--- config.mk ---
export PLATFORM = sky130hd
export DESIGN_NAME = alu_issue_stage
export DESIGN_NICKNAME = d
export VERILOG_FILES = /design/src/rtl/alu_issue_stage.sv
export SDC_FILE = /design/constraint.sdc
export NUM_CORES = 1
export LEC_CHECK = 0
export BUFFER_PORTS_ARGS = -buffer_cell sky130_fd_sc_hd__buf_2
export CAP_MARGIN = 20
export CELL_PAD_IN_SITES_DETAIL_PLACEMENT = 1
export CELL_PAD_IN_SITES_GLOBAL_PLACEMENT = 2
export CORE_MARGIN = 4
export CORE_UTILIZATION = 37
export DETAILED_ROUTE_END_ITERATION = 8
export GPL_TIMING_DRIVEN = 0
export PLACE_DENSITY = 0.72
export SYNTH_ARGS = -nofsm -noshare
export SYNTH_HDL_FRONTEND = slang
export SYNTH_SLANG_ARGS = --single-unit
--- constraint.sdc ---
create_clock -name clk -period 3.1 [get_ports clk]
set_input_delay 0.62 -clock clk [delete_from_list [all_inputs] [get_ports clk]]
set_output_delay 0.62 -clock clk [all_outputs]
set_load 0.01 [all_outputs]
--- src/rtl/alu_issue_stage.sv ---
`default_nettype none
// ============================================================================
// Module      : alu_issue_stage
// Description : Issue/retire stage around a combinational ALU. Requests
//               {a, b, op} are queued in a DEPTH-entry FIFO. The head entry
//               drives the ALU. The ALU result and zero flag are captured into
//               an output holding register with a valid/ready handshake.
// Optional    : `define ALU_BYPASS_EN lets a request that arrives at an empty
//               queue drive the ALU directly. Its result is captured at the
//               same edge, without a FIFO write.
// Ports       : clk, reset (sync, active-high)
//               in_valid/in_ready/in_a/in_b/in_op     : upstream request
//               alu_a/alu_b/alu_op -> ALU, alu_result/alu_cero <- ALU
//               out_valid/out_ready/out_result/out_zero : downstream result
//               count : FIFO occupancy, 0..DEPTH
// Revision    : 1.0 - initial release
// ============================================================================
module alu_issue_stage #(
  parameter int WIDTH = 32,
  parameter int DEPTH = 4
) (
  input  logic                     clk,
  input  logic                     reset,
  input  logic                     in_valid,
  output logic                     in_ready,
  input  logic [WIDTH-1:0]         in_a,
  input  logic [WIDTH-1:0]         in_b,
  input  logic [3:0]               in_op,
  output logic [WIDTH-1:0]         alu_a,
  output logic [WIDTH-1:0]         alu_b,
  output logic [3:0]               alu_op,
  input  logic [WIDTH-1:0]         alu_result,
  input  logic                     alu_cero,
  output logic                     out_valid,
  input  logic                     out_ready,
  output logic [WIDTH-1:0]         out_result,
  output logic                     out_zero,
  output logic [$clog2(DEPTH):0]   count
);

  localparam int PW = $clog2(DEPTH);
  localparam int CW = PW + 1;
  localparam logic [CW-1:0] DEPTH_C = CW'(DEPTH);

  logic [WIDTH-1:0] a_mem  [DEPTH];
  logic [WIDTH-1:0] b_mem  [DEPTH];
  logic [3:0]       op_mem [DEPTH];

  logic [PW-1:0] wr_ptr;
  logic [PW-1:0] rd_ptr;

  logic not_empty;
  logic adv_ok;
  logic pop;
  logic push;
  logic bypass;
  logic capture;

  assign not_empty = (count != '0);
  // Full is judged on registered occupancy only, so a same-cycle pop never
  // opens a slot and there is no path from out_ready to in_ready.
  assign in_ready  = (count < DEPTH_C);
  // The output register can take a new value if it is empty or being drained.
  assign adv_ok    = !out_valid || out_ready;
  assign pop       = not_empty && adv_ok;

`ifdef ALU_BYPASS_EN
  assign bypass = !not_empty && in_valid && adv_ok;
`else
  assign bypass = 1'b0;
`endif

  // A bypassed request is consumed straight into the output register and
  // never occupies a FIFO slot.
  assign push    = in_valid && in_ready && !bypass;
  assign capture = pop || bypass;

  always_comb begin
    alu_a  = '0;
    alu_b  = '0;
    alu_op = '0;
    if (not_empty) begin
      alu_a  = a_mem[rd_ptr];
      alu_b  = b_mem[rd_ptr];
      alu_op = op_mem[rd_ptr];
    end
`ifdef ALU_BYPASS_EN
    else if (bypass) begin
      alu_a  = in_a;
      alu_b  = in_b;
      alu_op = in_op;
    end
`endif
  end

  // Storage needs no reset: an entry is only read after it has been written.
  always_ff @(posedge clk) begin
    if (push) begin
      a_mem[wr_ptr]  <= in_a;
      b_mem[wr_ptr]  <= in_b;
      op_mem[wr_ptr] <= in_op;
    end
  end

  always_ff @(posedge clk) begin
    if (reset) begin
      wr_ptr <= '0;
      rd_ptr <= '0;
      count  <= '0;
    end else begin
      // DEPTH is a power of two, so natural pointer overflow is the wrap.
      if (push) wr_ptr <= wr_ptr + PW'(1);
      if (pop)  rd_ptr <= rd_ptr + PW'(1);
      if (push && !pop)      count <= count + CW'(1);
      else if (pop && !push) count <= count - CW'(1);
    end
  end

  always_ff @(posedge clk) begin
    if (reset) begin
      out_valid  <= 1'b0;
      out_result <= '0;
      out_zero   <= 1'b0;
    end else if (capture) begin
      out_valid  <= 1'b1;
      out_result <= alu_result;
      out_zero   <= alu_cero;
    end else if (out_valid && out_ready) begin
      // Drained with nothing behind it; the data stays as last retired.
      out_valid <= 1'b0;
    end
  end

endmodule
`default_nettype wire

== Word-level counts from Yosys, hierarchy flattened ==
Memories as Yosys holds them, arrays and structs flattened. A register that Yosys moved wholly into a read port is not among the register bits.
Cells that the tools add are included.
Widths: inputs -> output; s select.
Operators by class
  reductions and logical operators: 12
  multiplexer cells: 15
  add/subtract/negate cells: 4
  $lt $le $gt $ge: 1
Operators with widths (count)
  $mux 32: 2
  $mux 2: 6
  $mux 3: 2
  $logic_and 1x1->1: 5
  $add 2x1->2 const B: 2
  $mux 1: 4
  $mux 4: 1
  $reduce_bool 2->1: 2
  $add 3x1->3 const B: 1
  $logic_not 1->1: 3
  $lt 3x3->1 const B: 1
  $reduce_bool 3->1: 1
  $sub 3x1->3 const B: 1
  $logic_or 1x1->1: 1
Storage, ports and cells
  logic and storage cells: 41
  output and inout bits: 106
  flip-flop bits (word level): 41
  bits in writable memories: 272
  bits of input ports: 105
  memories kept: 3
Memories
  a_mem: depth 4, width 32, read ports 1, clocked after Yosys merged registers in 1, write ports 1, RTL line 45  | logic [WIDTH-1:0] a_mem [DEPTH];
  b_mem: depth 4, width 32, read ports 1, clocked after Yosys merged registers in 1, write ports 1, RTL line 46  | logic [WIDTH-1:0] b_mem [DEPTH];
  op_mem: depth 4, width 4, read ports 1, clocked after Yosys merged registers in 1, write ports 1, RTL line 47  | logic [3:0] op_mem [DEPTH];

== Longest topological paths before layout ==
Gate-level depths: netlist of run 1.
  depth in word-level cells: 6
  mapped depth: 10

== Least setup slack after synthesis of run 1 ==
No wires, ideal clock.
  path type: input -> register
  start: input port in_valid
  end: memory a_mem[1][0] (enable)
  slack: 0.067 ns
  required time: 2.667 ns
  arrival: 2.599 ns
  path buffers: 1
  library setup time: 0.433 ns
  stages on the path: 3
  path through: nor2b_1 > clkbuf_1 > and2_1
On the way
  longest elaborated chain between the ends: 3
RTL lines
  start: declaration: RTL line 24  | input logic in_valid,
  $logic_and 1x1->1: RTL line 75  | assign push = in_valid && in_ready && !bypass;
  via push: RTL line 55  | logic push;
  $mux 1: RTL line 98  | if (push) begin
  $mux 1 (implied by the code): RTL line 99  | a_mem[wr_ptr] <= in_a;
  end: declaration: RTL line 45
The timed path passes the listed nets, and every way through them passes these cells.

== Worst setup path after layout of run 1 ==
  start: register count[2]
  end: output port alu_b[6]
On the way
  longest elaborated chain between the ends: 2
RTL lines
  start: declaration: RTL line 38  | output logic [$clog2(DEPTH):0] count
  start signal: assignment: RTL line 114  | if (push && !pop) count <= count + CW'(1);
  start signal: assignment: RTL line 115  | else if (pop && !push) count <= count - CW'(1);
  $reduce_bool 3->1: RTL line 59  | assign not_empty = (count != '0);
  $mux 32: RTL line 82  | if (not_empty) begin
  end: declaration: RTL line 30  | output logic [WIDTH-1:0] alu_b,
No other way between the ends.

==> results of run 1 <==
[worst paths after layout]
check                                     from        endpoint  slack [ns]  depth (start not counted)
worst max register to register        count[2]        count[2]        0.71                         10
worst min-delay path                  in_a[31]    a_mem[0][31]        0.31                          1
worst max-delay path                  count[2]        alu_b[6]        0.20                          6
worst min register to register  out_result[19]  out_result[19]        0.47                          2
[area by class of cell]
cell class | count | area share, %
Buffer | 44 | 1.47
Clock buffer | 47 | 6.51
Clock inverter | 18 | 1.41
Inverter | 5 | 0.125
Multi-Input combinational cell | 271 | 18.9
Sequential cell | 315 | 60.3
Tap cell | 435 | 3.64
Timing Repair Buffer | 213 | 7.63
[per-layer routing]
layer	wire (µm)	vias to the layer above	GRT usage [%]
li1	-	3000	-
met1	12000	3301	20.3
met2	13300	190	25.9
met3	2020	47	5.00
met4	480	12	3.28
met5	77	-	0
[cells by family (layout without fill, tap and decap cells)]
| kind of cell | count (synthesis) | count (layout) | synth area share [%] |
|---|---|---|---|
| muxes | 73 | 73 | 13.1 |
| xor gates and xnor gates | 3 | 3 | 0.218 |
| buffers and inverters | 49 | 327 | 1.87 |
| and+or+nand+nor | 120 | 120 | 6.42 |
| DFF | 315 | 315 | 74.8 |
| AOI/OAI and AO/OA | 69 | 69 | 2.86 |
| adders and majority gates | 6 | 6 | 0.684 |
[stage by stage]
step	instance area, µm²	hold slack (ns)
floorplan	12100	0.498
global placement	13700	0.461
detailed placement	13800	0.466
CTS	15000	0.285
global route	15000	0.301
finish	15000	0.313
[cells in the final DEF, fill, tap and decap left out, drive strengths merged, types with 6 or more instances in the layout]
master,netlist,final
a21oi,35,35
buf,20,231
clkbuf,24,73
clkinv,0,13
dfxtp,43,43
edfxtp,272,272
inv,5,6
mux4,68,68
nand3b,33,33
nor2,7,7
nor2b,72,72
o21ai,34,34
[registers in the layout (all words and copies together) (netlist names), named ones only]
register	cells
a_mem	128
out_valid	1
b_mem	128
count	3
rd_ptr	2
wr_ptr	2
op_mem	16
out_zero	1
out_result	32
[power by group]
group	internal, µW	leakage [µW]	switching (µW)
Combinational	1740	0.00188	2160
Sequential	5130	0.00284	149
Clock	2560	0.000573	1640
==> impl_summary.md, run 1 <==
Global route
The global router's overall resource usage is 15.6%. Global routing finished with a remaining overflow of 0. The first global-routing pass estimated 43100 µm of wire. The initial antenna violation count is 6.

The pin count of the biggest net entering global routing is 53. The number of global-route vias before repair is 7223.

Hold path
The class of the worst hold path is in -> reg.

Synth
By count the netlist is led by 272 x sky130_fd_sc_hd__edfxtp_1, 72 x sky130_fd_sc_hd__nor2b_1, 68 x sky130_fd_sc_hd__mux4_2. Yosys instantiated no cell more often than sky130_fd_sc_hd__edfxtp_1. After synthesis, the largest area contributor takes up 67.7% of total cell area. The synthesis warning total is 0. The most instantiated flip-flop cell in the synthesis netlist is sky130_fd_sc_hd__edfxtp_1. When the netlist entered floorplanning its net count stood at 746. Yosys attributes the largest share of cell area to sky130_fd_sc_hd__edfxtp_1 68%, sky130_fd_sc_hd__mux4_2 13%, sky130_fd_sc_hd__dfxtp_1 7.1%. Each instance of the synthesized netlist takes up on average 19.0 µm². The number of instances in the synthesized netlist is 635. Yosys mapped a number of flops with a built-in enable equal to 272.

For this run, asynchronously set or reset flops after synthesis account for 0%. The flip-flop and latch count after synthesis is 315. After synthesis the cells add up to 0.0121 mm². sky130_fd_sc_hd__edfxtp_1 takes more of the synthesized area than any other cell.

Sequential cells were found to cover 74.8% of the synthesized design area. Synthesis instantiated 26 different standard cells from the library.

Critical path
The critical path's slowest cell is sky130_fd_sc_hd__dfxtp_1. The signal on the critical path passes through nor3_1, buf_2, buf_2, clkbuf_4, nor2b_1, buf_2. The family with the most delay on the worst path is buffers and inverters. The cell that appears most often on the critical path is sky130_fd_sc_hd__buf_2. For this run, the slowest stage of the critical path takes 0.36 ns.

Of all nets on the critical path, the largest fanout is 10. The worst setup path is launched from a register. The arrival time reported for the critical path endpoint is 2.28 ns. The buffers plus inverters on the worst setup path is 4. STA classifies the critical path endpoint as a primary output. The critical path class is reg -> out. The required time of the worst setup path is 2.48 ns.

Clocking
The maximum count of clock buffers along a single path is 3. The TritonCTS clock tree is done. After clock tree synthesis, the clock-pin slew on the worst setup and hold paths is 0.06 ns. Clock tree synthesis found a total of 315 sinks. The number of instances resized during post-cts repair is 3.

Clock latency on the worst-skew pair, taken at its later pin, is 0.52 ns. Buffers inserted during clock tree synthesis total 37. The number of buffers inserted by hold repair at cts is 0. The tree is rooted in a sky130_fd_sc_hd__clkbuf_16. The post-CTS repair timing setup buffer count is 0. In this run the number of H-tree levels came out at 2.

Layout
Cells with a size suffix above 1 make up 39.0% of the layout. The fraction of the core area covered by cells at the end of the flow is 46.9%. In the final layout, the multi-input gates occupy 0.00282 mm². The layout has 3111 filler cells. The total inserted antenna cells is 0. The final net count is 998. The count of placed standard cells in the final layout, fillers left out is 1348. The flip-flop and latch area is 0.00903 mm². The synthesis-to-finish area growth is 24.0%.

Power and ir drop
After layout, the design draws a total of 13400 µW. The ratio of total power to cell area is 895 mW/mm². The maximum vdd ir drop is 581 µV.

The leakage power figure is 0.00530 µW.

Die
The height of the die is 189 µm. The standard cell core area is 0.0319 mm². The number of top-level pins is 211. The floorplan has 65 rows. The horizontal die dimension is 189 µm. The die area is 0.0356 mm².

The initial standard-cell utilization of the core is 37.9%.

Routing
After the first detailed-routing iteration, the DRC count stood at 267. The length of the first detailed-routing pass in iterations is 4. The average detailed-routed wire length per instance is 20.7 µm.

The via density per instance is 4.86. Wires add up to 27900 µm. The detailed router placed 6550 vias in this run. The DRC violations left is 0. The count of nets left with antenna violations once routing finished came out at 0.

Placed design
Prior to clock tree synthesis, the placed netlist has a worst setup slack of 0.189 ns. Buffers placed on the I/O ports in this run total 209. Routability-driven placement finished with a final weighted congestion of 0.756. Once placement completed, the tool counted placed cells totaling 1283. The wire-length estimate of the detail-placed layout is 18200 µm.

Run
The tool flagged a number of max-cap violations equal to 0.

Timing
Setup repair after global routing left no endpoint under its margin. The slew at the pin closest to its max-slew limit is 0.644 ns. The number of hold violations in the final report is 0. The number of pins exceeding their max-slew limit in the final report is 0. The worst pin sits at a relative slew slack of 57.1%. The achievable frequency is 345 MHz.

The worst setup slack after layout is 0.203 ns. The final worst clock skew is 0.0120 ns. Setup violations remaining at the end of the flow were counted as 0. The smallest clock period supported by the final layout is computed as 2.90 ns. The fraction of the cycle the final worst path needs is 93.5%. The post-route setup TNS is 0 ns.

Outcome
The flow ran to the end, and the final reports show no timing, DRC or antenna violations.
(Power assumes the default switching activity.)
==> inputs of run 2 (changes only) <==
==> config.mk (replaced) <==
export PLATFORM = sky130hd
export DESIGN_NAME = alu_issue_stage
export DESIGN_NICKNAME = d
export VERILOG_FILES = /design/src/rtl/alu_issue_stage.sv
export SDC_FILE = /design/constraint.sdc
export NUM_CORES = 1
export LEC_CHECK = 0
export BUFFER_PORTS_ARGS = -buffer_cell sky130_fd_sc_hd__buf_2
export CAP_MARGIN = 20
export CORE_MARGIN = 4
export CORE_UTILIZATION = 40
export DETAILED_ROUTE_END_ITERATION = 8
export GPL_TIMING_DRIVEN = 0
export PLACE_DENSITY = 0.6
export SYNTH_ARGS = -nofsm -noshare
export SYNTH_HDL_FRONTEND = slang
export SYNTH_SLANG_ARGS = --single-unit
==> run 2 against run 1 <==
Worst setup slack got worse by 0.068 ns. Count of clock-buffer cells in the layout fell by 1. Fmax fell by 2.3%. Critical path depth did not move. Cell count fell by 3.5%. Sequential share of layout area rose by 0.59 points. Combinational power fell by 2%. Design area fell by 0.96%. Critical path type unchanged. Largest power group unchanged.
==> impl_summary.md, run 2 (same netlist as run 1, synthesis figures left out) <==
Placed design
The global placer's final weighted congestion is 0.818. In this run, placement finished with an instance count of 1238. OpenSTA, run right after detailed placement, puts the worst setup slack at 0.353 ns. The HPWL after detailed placement is 16500 µm. The number of port buffers is 209.

Global route
Entering global routing, the biggest net connects 45 pins. The initial antenna violation count is 4. The number of global-route vias before repair is 6769.

After global routing the overflow that remains totals 0. The global router's overall resource usage is 15.4%. The global-route wire length before repair is 39700 µm.

Layout
Cells with a size suffix above 1 make up 38.9% of the layout. The library cells used most frequently in the layout, excluding fill and tap cells, are 272 x sky130_fd_sc_hd__edfxtp_1, 223 x sky130_fd_sc_hd__buf_2, 72 x sky130_fd_sc_hd__nor2b_1. The area growth from synthesis to layout is 22.8%. The final net count is 996. The count of placed standard cells in the final layout, fillers left out is 1301. The largest registers in the layout are a_mem x128, b_mem x128, out_result x32. Once layout is complete, the utilization of the core stands at 49.9%.

The commonest non-fill, non-tap cell in the layout is sky130_fd_sc_hd__edfxtp_1.

Critical path
The maximum fanout along the worst path is 10. The critical path capture point type is a primary output. The startpoint type of the worst setup path is a register. STA puts the critical path data required time at 2.48 ns. For the worst setup path, the data arrival time is 2.35 ns. The critical path is of the reg -> out type.

Routing
The routed wire length is 25700 µm. The via count of the routed design is 6483. The via density per instance is 4.98.

For this run, design rule violations remaining after detail routing come to 0. The count of nets left with antenna violations once routing finished came out at 0. In this run, the number of DRC markers left after iteration 0 of detailed routing was 223. The average detailed-routed wire length per instance is 19.7 µm. The first detailed-routing pass took 5 iterations.

Outcome
The run finished with clean final reports.

Clocking
The sink count of the clock tree is 315. The clock passes through at most 3 buffers. The clock insertion delay at the later pin of the skew report is 0.50 ns. Clock-pin slew was measured on the worst setup and hold paths at 0.06 ns. The clock tree synthesis step divided the H-tree into 2 levels. The TritonCTS clock tree is done.

The cell chosen for the clock root is sky130_fd_sc_hd__clkbuf_16. The clock buffer count from CTS is 35.

Die
The floorplan has 63 rows. For this configuration, the core starts out at a cell density of 40.6%. The die area is 0.0330 mm². Measured along the y axis, the die boundary spans 182 µm. The horizontal die dimension is 182 µm. The number of top-level pins is 211. After floorplanning, the core was sized to cover 0.0297 mm².

Timing
The minimum clock period after layout is 2.97 ns. Setup repair after global routing left no endpoint under its margin. Setup slack on the critical path of the routed design comes to 0.134 ns. The number of hold violations in the final report is 0. At the pin with the least slew margin, the transition time is 0.671 ns. Dividing the final minimum period by the clock period gives 95.7%. The number of endpoints failing setup at the final stage is 0.

The post-route setup TNS is 0 ns. Derived from the worst setup path, the maximum achievable clock frequency is 337 MHz. The number of pins exceeding their max-slew limit in the final report is 0. The final worst clock skew is 0.0138 ns. Headroom to the max-slew limit came out at 55.3%.

Run
The tool flagged a number of max-cap violations equal to 0.

Power and ir drop
The maximum vdd ir drop is 463 µV. The ratio of total power to cell area is 878 mW/mm². In this run the static leakage power is 0.00526 µW.

Hold path
The path class of the tightest hold or removal check is in -> reg.
[run 2: cell types whose count changed in the layout (fill, tap and decap cells not counted), sizes merged]
cell and change:
clkbuf -2, buf +1, diode +1, clkinvlp +1
bufinv -2, inv -1
[run 2: layer usage]
metal | vias up | GRT usage [%] | wire (µm)
met5 | - | 0 | 44
met4 | 8 | 4.14 | 515
met3 | 45 | 3.95 | 1690
met2 | 203 | 25.4 | 12400
met1 | 3233 | 20.6 | 11000
li1 | 2994 | - | -
[run 2: final timing paths]
path                            slack, ns  cells past startpoint           end      start
worst max register to register       0.66                      9      count[2]  out_valid
worst min register to register       0.47                      2      out_zero   out_zero
worst max-delay path                 0.13                      6     alu_b[28]   register
worst min-delay path                 0.33                      1  a_mem[0][26]   in_a[26]
[run 2: timing repair]
item,4_1_cts,5_1_grt
pin swaps,0,0
hold buffers,0,0
buffers inserted,0,0
gates resized for setup,2,7
endpoints found under the setup margin,20,12
[run 2: critical path, stage by stage, from the launching register on]
cell                      delay, ns
sky130_fd_sc_hd__dfxtp_1       0.31
sky130_fd_sc_hd__buf_2         0.22
sky130_fd_sc_hd__buf_2         0.33
sky130_fd_sc_hd__buf_2         0.34
sky130_fd_sc_hd__mux4_2        0.35
sky130_fd_sc_hd__nor2b_1       0.15
sky130_fd_sc_hd__buf_2         0.16
[run 2: power by group]
part	internal, µW	switching, µW	total (µW)	leakage [µW]
Combinational	1740	2090	3840	0.00189
Sequential	5130	147	5280	0.00284
Clock	2340	1550	3890	0.000527
Total	9210	3800	13000	0.00526
[run 2: layout make-up]
class	instances	area, µm²
Clock buffer	46	960
Buffer	44	216
Clock inverter	16	123
Fill cell	2511	14900
Timing Repair Buffer	213	1160
Multi-Input combinational cell	271	2820
Antenna cell	1	2.50
Tap cell	390	488
Sequential cell	315	9030
Inverter	5	18.8
[run 2: through the flow]
step | area (µm²) | hold slack (ns) | total power, µW
detailed placement | 13700 | 0.464 | 9320
global placement | 13600 | 0.460 | 9290
global route | 14800 | 0.320 | 13700
finish | 14800 | 0.333 | 13000
floorplan | 12100 | 0.498 | 7800
CTS | 14800 | 0.310 | 13300
==> inputs of run 3 (changes only) <==
--- a/config.mk
+++ b/config.mk
@@ -5,13 +5,14 @@
 export SDC_FILE = /design/constraint.sdc
 export NUM_CORES = 1
 export LEC_CHECK = 0
+export ABC_AREA = 1
 export BUFFER_PORTS_ARGS = -buffer_cell sky130_fd_sc_hd__buf_2
 export CAP_MARGIN = 20
 export CORE_MARGIN = 4
 export CORE_UTILIZATION = 40
 export DETAILED_ROUTE_END_ITERATION = 8
 export GPL_TIMING_DRIVEN = 0
-export PLACE_DENSITY = 0.6
+export PLACE_DENSITY = 0.59
 export SYNTH_ARGS = -nofsm -noshare
 export SYNTH_HDL_FRONTEND = slang
 export SYNTH_SLANG_ARGS = --single-unit
==> run 3 against run 2 <==
Utilization is 0.28 points higher. Flip-flop and latch count stayed put. Sequential power hardly changed. Die area is 2.5% higher. Synthesized cell count is 71% higher. Global-route usage is 2.5 points higher. Total power is 9.9% higher. Sequential share of layout area is 2.1 points lower. Critical path depth is 1 higher. First-iteration DRC count is 100% higher.
==> impl_summary.md, run 3 <==
Outcome
The flow ran to the end, and the final reports show no timing, DRC or antenna violations.

Placed design
The wire-length estimate of the detail-placed layout is 19500 µm. OpenSTA, run right after detailed placement, puts the worst setup slack at 0.532 ns. The global placer's final weighted congestion is 0.734.

In this run the cell area measured after placement is 0.0142 mm². The number of port buffers is 209.

Global route
The global router's overall resource usage is 17.9%. The global-route wire length before repair is 46700 µm. The pin count of the biggest net entering global routing is 28. The number of global-route vias before repair came to 8334. The initial antenna violation count is 5. The leftover overflow at the end of global routing is 0.

Power and ir drop
In this run switching power makes up 35.2% of total power. The power share of the sequential group is 37.0%. The maximum vdd ir drop is 506 µV. The internal power of the cells is 9260 µW.

The proportion of power drawn by the clock network is 28.5%. The leakage power figure is 0.00618 µW. The part of the total power dissipated in combinational logic is 34.6%. The switching power is 5030 µW. The ratio of total power to cell area is 932 mW/mm².

Layout
The fraction of the core area covered by cells at the end of the flow is 50.1%. The synthesis-to-finish area growth is 23.8%. The number of inserted filler cells in the final layout is 2738. The post-route netlist has 22.9% of its cells at a drive strength greater than 1. The largest registers in the layout are a_mem x128, b_mem x128, out_result x32. The commonest non-fill, non-tap cell in the layout is sky130_fd_sc_hd__nand2_1. In the layout the commonest cells are 315 x sky130_fd_sc_hd__nand2_1, 272 x sky130_fd_sc_hd__edfxtp_1, 221 x sky130_fd_sc_hd__buf_2. The final layout contains 1451 nets.

After routing the design area is 0.0153 mm².

Critical path
In this run the worst path has a maximum fanout of 10. On the worst path, the slowest cell contributes a delay of 0.50 ns. Walking the worst path, the cells encountered are inv_2, clkbuf_1, nand2_1, nand2_1, nand2_1, a21oi_1, buf_2. The critical path class is reg -> out. The startpoint of the worst-slack reg-to-reg timing path is count[2]. For the worst setup path, the data required time is 2.48 ns. The worst setup path is captured at a primary output.

On the critical path, the stage with the largest delay is an instance of sky130_fd_sc_hd__clkbuf_1. The library cell appearing most often on the critical path is sky130_fd_sc_hd__nand2_1. The startpoint type of the worst setup path is a register. The arrival time reported for the critical path endpoint is 2.25 ns.

Synth
The area share of the leading cell type in the synthesized netlist is 65.9%. After synthesis, the mean cell area works out to 11.4 µm². The total nets after synthesis is 1194. Of all cell types, the one taking the most synthesized area is sky130_fd_sc_hd__edfxtp_1.

The most frequent cell after synthesis is sky130_fd_sc_hd__nand2_1. During synthesis, Yosys emitted a total of 0 warnings. The flip-flop and latch count after synthesis is 315. The fraction of registers with async set or reset after synthesis is 0%. The post-synth design cell area is 0.0124 mm².

The number of instances in the synthesized netlist is 1083. The number of flops mapped to enable cells by yosys is 272. Ranked by instance count, the synthesized netlist is headed by 315 x sky130_fd_sc_hd__nand2_1, 272 x sky130_fd_sc_hd__edfxtp_1, 146 x sky130_fd_sc_hd__nor2_1. The share of the Yosys chip area taken by registers is 72.9%. After synthesis, the netlist uses 19 different library cells. In the post-synthesis netlist, the biggest area contributors are sky130_fd_sc_hd__edfxtp_1 66%, sky130_fd_sc_hd__nand2_1 9.5%, sky130_fd_sc_hd__dfxtp_1 6.9%. The most instantiated flip-flop cell in the synthesis netlist is sky130_fd_sc_hd__edfxtp_1.

Timing
The worst setup slack after layout is 0.227 ns. The headroom to the max-slew limit is 38.1%. The number of pins exceeding their max-slew limit in the final report is 0. For the final database, setup skew stands at 0.0101 ns. The post-route setup TNS is 0 ns.

The final critical path takes up 92.7% of the cycle. Timing would allow up to 348 MHz. The slew at the pin closest to its max-slew limit is 0.926 ns. Setup repair after global routing left no endpoint under its margin. The worst path in the final design needs a cycle of 2.87 ns, including I/O delays and setup. The number of endpoints failing setup at the final stage is 0. The number of hold violations in the final report is 0.

Hold path
In this run the most critical hold path is launched from in_a[6]. In this run the worst hold path is classified as in -> reg.

Run
The number of maximum-capacitance violations is 0.

Routing
Before antenna repair, the detailed router went through 5 iterations. The violation count after the first detailed-routing iteration is 448. The average detailed-routed wire length per instance is 17.5 µm. The routed design has 30800 µm of wire. The remaining antenna violation count is 0.

The via count of the routed design is 8498. The via density per instance is 4.82. For this run, design rule violations remaining after detail routing come to 0.

Clocking
The cell chosen for the clock root is sky130_fd_sc_hd__clkbuf_16. The clock reaches the later pin of the worst-skew pair after 0.51 ns. In this run, post-CTS hold repair placed 0 buffers. The longest clock path from root to sink contains 3 buffers.

The clock drives 315 sinks. CTS built an H-tree with a depth of 2. The clock buffer count from CTS is 36. The clock transition at the registers of the reported paths is 0.06 ns.

The TritonCTS clock tree is done. Post-CTS repair changed the size of 0 cells. The number of setup buffers added after CTS is 0.

Die
The height of the die is 184 µm. The initial standard-cell utilization of the core is 40.5%. The die covers 0.0338 mm². The number of top-level pins is 211. The initialized floorplan defines 64 standard-cell rows. The horizontal die dimension is 184 µm. The standard cell core area is 0.0306 mm².
==> run 3: cell types whose count changed in the layout (fill, tap and decap cells not counted), sizes merged, moves of 3 or more <==
cell	change
nand2	+317
nor2	+139
a21oi	+73
nor2b	-72
mux4	-68
o21ai	+38
nand3	+36
nand3b	-33
buf	+28
inv	+16
and2	-4
mux2	-3
==> run 3: stage by stage <==
step / hold slack, ns / power, µW / cells
finish: 0.323 / 14300 / 1764
global route: 0.308 / 15300 / 1764
CTS: 0.307 / 14500 / 1763
detailed placement: 0.451 / 10400 / 1698
global placement: 0.445 / 10300 / 1688
floorplan: 0.462 / 8360 / 1083
==> run 3: power groups by stage <==
| stage | clock (µW) | combinational, µW | sequential (µW) |
|---|---|---|---|
| 6_report | 4070 | 4940 | 5290 |
| 5_1_grt | 4390 | 5540 | 5330 |
| 4_1_cts | 4140 | 5070 | 5290 |
| 3_5_place_dp | 0 | 5060 | 5370 |
| 3_3_place_gp | 0 | 4900 | 5440 |
| 2_1_floorplan | 0 | 2900 | 5460 |
==> run 3: final timing paths <==
check / slack, ns / to / cells after the start
max: 0.23 / alu_op[1] / 7
min: 0.32 / a_mem[2][6] / 1
min reg2reg: 0.46 / out_result[14] / 2
max reg2reg: 0.85 / a_mem[2][30] / 4
==> run 3: layout make-up <==
type | instances | area (µm²) | area share (%)
buffer | 64 | 375 | 2.45
clock buffer | 49 | 971 | 6.33
sequential | 315 | 9030 | 58.9
tap | 396 | 495 | 3.23
multi-input combinational | 685 | 2940 | 19.2
antenna | 1 | 2.50 | 0.0163
timing repair buffer | 219 | 1280 | 8.37
inverter | 19 | 71.3 | 0.465
clock inverter | 16 | 166 | 1.09
==> run 3: layer usage <==
metal  global-route usage (%)  vias to the layer above  routed length (µm)  part of all wire (%)
met3                     4.23                       48                1820                   5.9
met5                        0                        -                  44                  0.14
li1                         -                     4231                   -                     -
met4                     4.88                        8                 667                   2.2
met1                     23.3                     3988               13100                    43
met2                     30.1                      223               15100                    49
==> run 3: worst max-delay path, delay by kind of cell, from the launching register on <==
family	cells	cell delay (ns)
buffers and inverters	3	0.93
flip-flops	1	0.32
AO/OA/AOI/OAI	1	0.28
AND/OR/NAND/NOR	3	0.22
==> run 3: cells by family after synthesis <==
| group | count (synthesis) | share of synthesized area (%) |
|---|---|---|
| AND/OR/NAND/NOR | 499 | 15.6 |
| adder cells (fa/ha/maj) | 6 | 0.667 |
| flip-flops | 315 | 72.9 |
| buffers and inverters | 83 | 3.61 |
| AO/OA/AOI/OAI | 180 | 7.27 |
